--- config.mk ---
export PLATFORM = sky130hd
export DESIGN_NAME = dsm_decimator
export DESIGN_NICKNAME = d
export VERILOG_FILES = /design/src/rtl/dsm_decimator.sv
export SDC_FILE = /design/constraint.sdc
export NUM_CORES = 1
export LEC_CHECK = 0
export CORE_ASPECT_RATIO = 0.7
export CORE_MARGIN = 4
export CORE_UTILIZATION = 57
export DETAILED_ROUTE_END_ITERATION = 7
export GPL_TIMING_DRIVEN = 0
export PLACE_DENSITY = 0.75
export SLEW_MARGIN = 20
export SYNTH_ARGS = -nofsm -noshare
export SYNTH_HDL_FRONTEND = slang
export SYNTH_SLANG_ARGS = --single-unit
--- constraint.sdc ---
create_clock -name clock -period 6.1 [get_ports clock]
set_input_delay 0.915 -clock clock [delete_from_list [all_inputs] [get_ports clock]]
set_output_delay 0.915 -clock clock [all_outputs]
set_load 0.01 [all_outputs]
--- src/rtl/dsm_decimator.sv ---
// Second-order CIC (sinc^2) decimator for a ternary PWM/delta-sigma bitstream.
// Integrators run on accepted samples; the comb and output stages follow each decimation edge.
module dsm_decimator #(
  parameter int unsigned OSR_LOG2 = 5
) (
  input  logic               clock,
  input  logic               reset,
  input  logic               in_en,
  input  logic [1:0]         pwm,
  output logic signed [10:0] dout,
  output logic               dout_valid,
  input  logic               dout_ready,
  output logic               ovf,
  output logic               err
);

  localparam int unsigned W     = 2 * OSR_LOG2 + 2;
  localparam int unsigned SHIFT = 2 * OSR_LOG2 - 10;

  localparam logic signed [W-1:0] SAT_HI = W'(1023);
  localparam logic signed [W-1:0] SAT_LO = W'(-1024);

  logic signed [W-1:0]  sample;
  logic signed [W-1:0]  integ1;
  logic signed [W-1:0]  integ2;
  logic signed [W-1:0]  integ1_next;
  logic signed [W-1:0]  cap;
  logic signed [W-1:0]  cap_prev;
  logic signed [W-1:0]  comb1;
  logic signed [W-1:0]  comb1_prev;
  logic signed [W-1:0]  comb2;
  logic signed [W-1:0]  shifted;
  logic signed [10:0]   scaled;
  logic [OSR_LOG2-1:0]  phase;
  logic                 cap_pend;
  logic                 load_pend;

  always_comb begin
    sample = '0;
    case (pwm)
      2'b01:   sample = {{(W-1){1'b0}}, 1'b1};
      2'b11:   sample = '1;
      default: sample = '0;
    endcase
  end

  // Integrator 2 accumulates the freshly updated integrator 1, giving DC gain R^2
  // and letting the decimation-edge sample land in the value captured one edge later.
  assign integ1_next = integ1 + sample;

  always_comb begin
    comb1   = cap - cap_prev;
    comb2   = comb1 - comb1_prev;
    shifted = comb2 >>> SHIFT;
    scaled  = shifted[10:0];
    if (shifted > SAT_HI) begin
      scaled = 11'sd1023;
    end else if (shifted < SAT_LO) begin
      scaled = -11'sd1024;
    end
  end

  always_ff @(posedge clock) begin
    if (!reset) begin
      integ1     <= '0;
      integ2     <= '0;
      phase      <= '0;
      cap        <= '0;
      cap_prev   <= '0;
      comb1_prev <= '0;
      cap_pend   <= 1'b0;
      load_pend  <= 1'b0;
      dout       <= '0;
      dout_valid <= 1'b0;
      ovf        <= 1'b0;
      err        <= 1'b0;
    end else begin
      if (in_en) begin
        integ1 <= integ1_next;
        integ2 <= integ2 + integ1_next;
        phase  <= phase + 1'b1;
        if (pwm == 2'b10) begin
          err <= 1'b1;
        end
      end

      // Pipeline flags advance every cycle, so in_en stalls never hold a word in flight.
      cap_pend  <= in_en && (phase == '1);
      load_pend <= cap_pend;

      if (cap_pend) begin
        cap <= integ2;
      end

      if (load_pend) begin
        cap_prev   <= cap;
        comb1_prev <= comb1;
        dout       <= scaled;
        dout_valid <= 1'b1;
        if (dout_valid && !dout_ready) begin
          ovf <= 1'b1;
        end
      end else if (dout_valid && dout_ready) begin
        dout_valid <= 1'b0;
      end
    end
  end

endmodule

* Word-level counts from Yosys, hierarchy flattened *
Cells that the tools add are included.
W data, S select, Z words.

operators by class
  equal/unequal tests = 4
  reductions and logical operators = 7
  multiplexer cells = 5
  $add $sub $neg = 5
  order comparisons = 2

operator list
  cell                    number
  $add A12 B12 Y12        2
  $pmux W12 S2            1
  $sub A12 B12 Y12        2
  $mux W11                2
  $gt A12 B11 Y1 const B  1
  $lt A12 B11 Y1 const B  1
  $add A5 B1 Y5 const B   1
  $eq A5 B5 Y1 const B    1
  $eq A2 B2 Y1 const B    2
  $reduce_and A2 Y1       2
  $logic_and A1 B1 Y1     3
  $eq A2 B1 Y1 const B    1
  $mux W1                 2
  $reduce_bool A2 Y1      1
  $logic_not A1 Y1        1

word-level totals
  input bits = 6
  word-level logic and storage cells = 35
  output and inout bits = 14
  bits in registers = 81

* Depth between registers and ports, before layout *
  depth in word-level cells = 5
  depth in mapped cells = 18
  gate-level depth less buffers = 18

* Worst setup path after synthesis *
No wires, ideal clock.

  path type = input to register
  start = in pwm[0]
  end = reg integ2[11]
  path buffers = 0
  stages = 18
  data required time = 6028 ps
  setup time = 72 ps
  arrival = 4194 ps
  slack = 1835 ps
  cells stage by stage = nand2_1 > inv_1 > fa_1 > a21o_1 > a21oi_1 > o21bai_1 > a21oi_1 > nor2b_1 > o31ai_1 > xnor2_1 > ha_1 > a21o_1 > o21bai_1 > nor3_1 > a21oi_1 > xor2_1 > mux2i_1 > mux2i_1

between the ends
  longest elaborated chain between the ends = 4
  elaborated cells between the ends (all ways) = 5
  those cells by class = add/sub (2); eq/ne (2); mux (1)

ends and longest elaborated chain
  element                                       RTL line  text
  start: declaration                            9         input logic [1:0] pwm,
  $eq A2 B2 Y1 or $eq A2 B1 Y1 (tied branches)  40        case (pwm)
  $pmux W12 S2 (*)                              40
  $add A12 B12 Y12 (*)                          49        assign integ1_next = integ1 + sample;
  net integ1_next[8]                            26        logic signed [W-1:0] integ1_next;
  $add A12 B12 Y12 (*)                          80        integ2 <= integ2 + integ1_next;
  end signal: assignment                        80
  end: declaration                              25        logic signed [W-1:0] integ2;

Mark *: on every way through the listed nets, which the timed path passes. The rest lies on a longest branch.
A chain may end at the register's enable or synchronous reset.

* Worst setup path in the final report *
Ends and elaborated chain as after synthesis.

==> results.py <==
metrics = {
    "run_status": {
        "status": "completed",
    },
    "synthesis": {
        "ys_async_sr_fraction_pct": 0,
        "synthMuxAreaShare_pct": 10.4,
        "synth_xor_xnor_area_share_pct": 6.58,
        "synth-seq-cells": 81,
        "synth_area_per_cell_sq_um": 9.22,
        "synth-edff-count": 0,
        "synth.top_cell.area_share_pct": 31.8,
        "synthTopCellsByArea": "dfxtp_1 (32%), ha_1 (11%), mux2i_1 (10%)",
        "synth.distinct_cells": 55,
        "synth_compound_area_share_pct": 18.1,
        "yosysWarnings": 0,
        "synth_top_family_by_area": "compound AO/OA/AOI/OAI gates",
        "synthesis.area_sq_um": 5100,
        "synth_top_flop_cell": "dfxtp_1",
        "synth_common_cells": "dfxtp_1 (81), nor2b_1 (62), mux2i_1 (53), ha_1 (46), a21oi_1 (32)",
        "synth-simple-area-share_pct": 16.6,
        "synth_cells": 553,
        "synth_top_cell_by_area": "dfxtp_1",
        "synth.most_common_cell": "dfxtp_1",
        "seq_area_frac_synth_pct": 31.8,
        "syn_nets": 609,
        "synthAdderAreaFrac_pct": 12.9,
    },
    "pwr": {
        "p_leak_nw": 2.27,
        "p_comb_share_pct": 16.8,
        "power_mw": 1.36,
        "pwr-share-clk_pct": 40.9,
        "p_switching_mw": 0.380,
        "p_int_mw": 0.977,
        "p_sw_share_pct": 28.0,
        "peakVddDrop_mv": 0.177,
        "powerDensity_nw_per_um2": 236,
        "p_seq_share_pct": 42.3,
    },
    "clock_tree": {
        "root_buffer": "clkbuf_16",
        "h-tree-depth": 3,
        "postCtsSetupRepairBufs": 0,
        "ctsResizeCount": 0,
        "worstSkewPairLatency_ns": 0.34,
        "clk_pin_slew_ns": 0.07,
        "cts_buffers": 9,
        "tritoncts": "done",
        "ctsHoldBuffers": 0,
        "cts_buffer_depth": 2,
        "cts_sinks": 81,
    },
    "sta": {
        "period_share_pct": 84.2,
        "finalSetupTns_ns": 0,
        "slew_violations": 0,
        "setup_viol": 0,
        "clock_skew_ns": 0.00694,
        "finalHoldViolations": 0,
        "clock.fmax_mhz": 195,
        "worstMarginPinSlew_ns": 0.885,
        "rsz0062_at_grt": "no",
        "period_needed_ns": 5.13,
        "slew_headroom_pct": 41.0,
    },
    "global_routing": {
        "first_global_vias": 3697,
        "grt.overflow.total": 0,
        "track_usage_pct": 22.6,
        "grt_max_degree": 16,
        "antenna_found_initial": 0,
        "grt_pass1_wl_um": 18700,
    },
    "die": {
        "start_util_pct": 59.4,
        "die_y_um": 87.1,
        "fp.dieArea_sq_um": 10500,
        "num_io_pins": 20,
        "die_w_um": 121,
        "num_rows": 28,
        "core-area_sq_um": 8580,
    },
    "detailed_routing": {
        "routed_via_density": 5.66,
        "wl_per_cell_um": 16.1,
        "via_count": 4008,
        "routed_wl_um": 11400,
        "ant_nets": 0,
        "drtIter0Drc": 362,
        "drtPass1Iterations": 5,
        "remaining_drc_errors": 0,
    },
    "placement": {
        "dp_hpwl_um": 8730,
        "port_buffers": 19,
        "gp_congestion": 0.914,
    },
    "layout": {
        "drive_above_1_share_pct": 4.42,
        "syn2layout_area_growth_pct": 12.6,
        "nets": 639,
        "antenna_cells": 0,
    },
    "setup_path": {
        "crit_top_cell": "a21oi_1",
        "critPathCaptureType": "register",
        "slowest_delay_ns": 0.57,
        "worstPathCellList": "clkdlybuf4s50_1, nand2_1, inv_1, ha_1, a21o_1, a21oi_1, o21bai_1, a21oi_1, nor2b_1, o31ai_1, xnor2_1, ha_1, a21o_1, o21bai_1, nor3_1, a21oi_1, xor2_1, mux2i_1, mux2i_1",
        "crit_path_max_fanout": 12,
        "crit_arrival_ns": 5.41,
        "worstSetupPathType": "in2reg",
        "crit_required_ns": 6.38,
        "cp_slowest_cell": "clkdlybuf4s50_1",
        "worstSetupStartpointType": "input pin",
    },
    "run": {
        "maxCapViolCount": 0,
    },
    "hold_path": {
        "hp-class": "reg2reg",
    },
}
[flip-flops by register name (all words and copies together), names as in the netlist]
| register | cells |
|---|---|
| cap_pend | 1 |
| load_pend | 1 |
| dout | 11 |
| integ1 | 12 |
| cap_prev | 12 |
| comb1_prev | 12 |
| err | 1 |
| phase | 5 |
| ovf | 1 |
| integ2 | 12 |
| dout_valid | 1 |
| cap | 12 |
[critical path: cells and delay by family]
| kind | cells | cell delay [ns] |
|---|---|---|
| muxes | 2 | 0.44 |
| buffers and inverters | 2 | 0.95 |
| xor gates and xnor gates | 2 | 0.35 |
| AOI/OAI and AO/OA | 8 | 1.60 |
| adders and majority gates | 2 | 0.70 |
| and+or+nand+nor | 3 | 0.43 |
[cell usage in the layout, fill, tap and decap left out, types with 2 or more instances in the layout]
master,netlist,final
dfxtp_1,81,81
nor2b_1,62,62
mux2i_1,53,53
ha_1,46,46
a21oi_1,32,32
inv_1,30,30
nand2_1,27,27
xnor2_1,22,22
clkdlybuf4s50_1,0,19
o21ai_0,16,16
nor2_1,16,16
a21o_1,15,15
clkbuf_1,14,14
o21a_1,13,13
xor2_1,11,11
clkbuf_16,0,9
and2_1,8,8
o21ai_1,7,7
a211oi_1,6,6
a21boi_0,6,6
buf_1,6,6
o211ai_1,5,5
nand2b_1,5,5
nor3_1,5,5
nand4_1,5,5
o21bai_1,4,4
or3_1,4,4
and3_1,4,4
nand3b_1,4,4
fa_1,4,4
or2_2,3,3
o31ai_1,3,3
o31a_1,3,3
and3b_1,3,3
o2111ai_1,3,3
a31oi_1,3,3
inv_6,0,3
o211a_1,2,2
a32o_1,2,2
nand3_1,2,2
[through the flow]
| stage | instances | setup WS [ns] | util [%] | cell area, sq um | hold WS (ns) |
|---|---|---|---|---|---|
| 2_1_floorplan | 553 | 1.83 | - | 5100 | 0.442 |
| 3_3_place_gp | 692 | 0.776 | 63.4 | 5440 | 0.435 |
| 3_5_place_dp | 692 | 0.709 | 63.4 | 5440 | 0.440 |
| 4_1_cts | 708 | 1.04 | 66.9 | 5740 | 0.449 |
| 5_1_grt | 708 | 0.699 | 66.9 | 5740 | 0.466 |
| 6_report | 708 | 0.966 | 66.9 | 5740 | 0.448 |
[area by class of cell]
| cell class | instances | area, sq um |
|---|---|---|
| Buffer | 20 | 75.1 |
| Clock buffer | 9 | 225 |
| Clock inverter | 7 | 77.6 |
| Fill cell | 699 | 2840 |
| Inverter | 30 | 113 |
| Multi-Input combinational cell | 422 | 3290 |
| Sequential cell | 81 | 1620 |
| Tap cell | 120 | 150 |
| Timing Repair Buffer | 19 | 190 |
[metal layers]
| layer | global-route usage (%) | vias to the layer above | wire length, um |
|---|---|---|---|
| met5 | 0 | - | 0 |
| met4 | 4.42 | 0 | 83 |
| met3 | 7.47 | 10 | 826 |
| met2 | 31.6 | 102 | 4500 |
| met1 | 33.7 | 1874 | 5960 |
| li1 | - | 2022 | - |
[cells by family (layout without fill, tap and decap cells)]
kind of cell               Yosys count  count (layout)
xor gates and xnor gates            35              35
muxes                               53              53
buffers and inverters               50              85
DFF                                 81              81
and+or+nand+nor                    151             151
adders and majority gates           50              50
AOI/OAI and AO/OA                  133             133
[power groups by stage]
stage	combinational, mW	sequential (mW)	clock, mW
2_1_floorplan	0.175	0.577	0
3_3_place_gp	0.210	0.584	0
3_5_place_dp	0.218	0.585	0
4_1_cts	0.224	0.573	0.563
5_1_grt	0.252	0.576	0.585
6_report	0.228	0.574	0.555
[worst paths after layout]
path                                                from                 endpoint  slack, ns  cells after the start
worst max-delay path                              pwm[0]  integ2[11]$_SDFFE_PN0P_       0.97                     19
worst max register to register  cap_prev[1]$_SDFFE_PN0P_     dout[3]$_SDFFE_PN0P_       1.49                     15
worst min-delay path                dout[7]$_SDFFE_PN0P_     dout[7]$_SDFFE_PN0P_       0.45                      2
worst min register to register      dout[7]$_SDFFE_PN0P_     dout[7]$_SDFFE_PN0P_       0.45                      2
No activity file was read; power rests on OpenSTA's default activity.
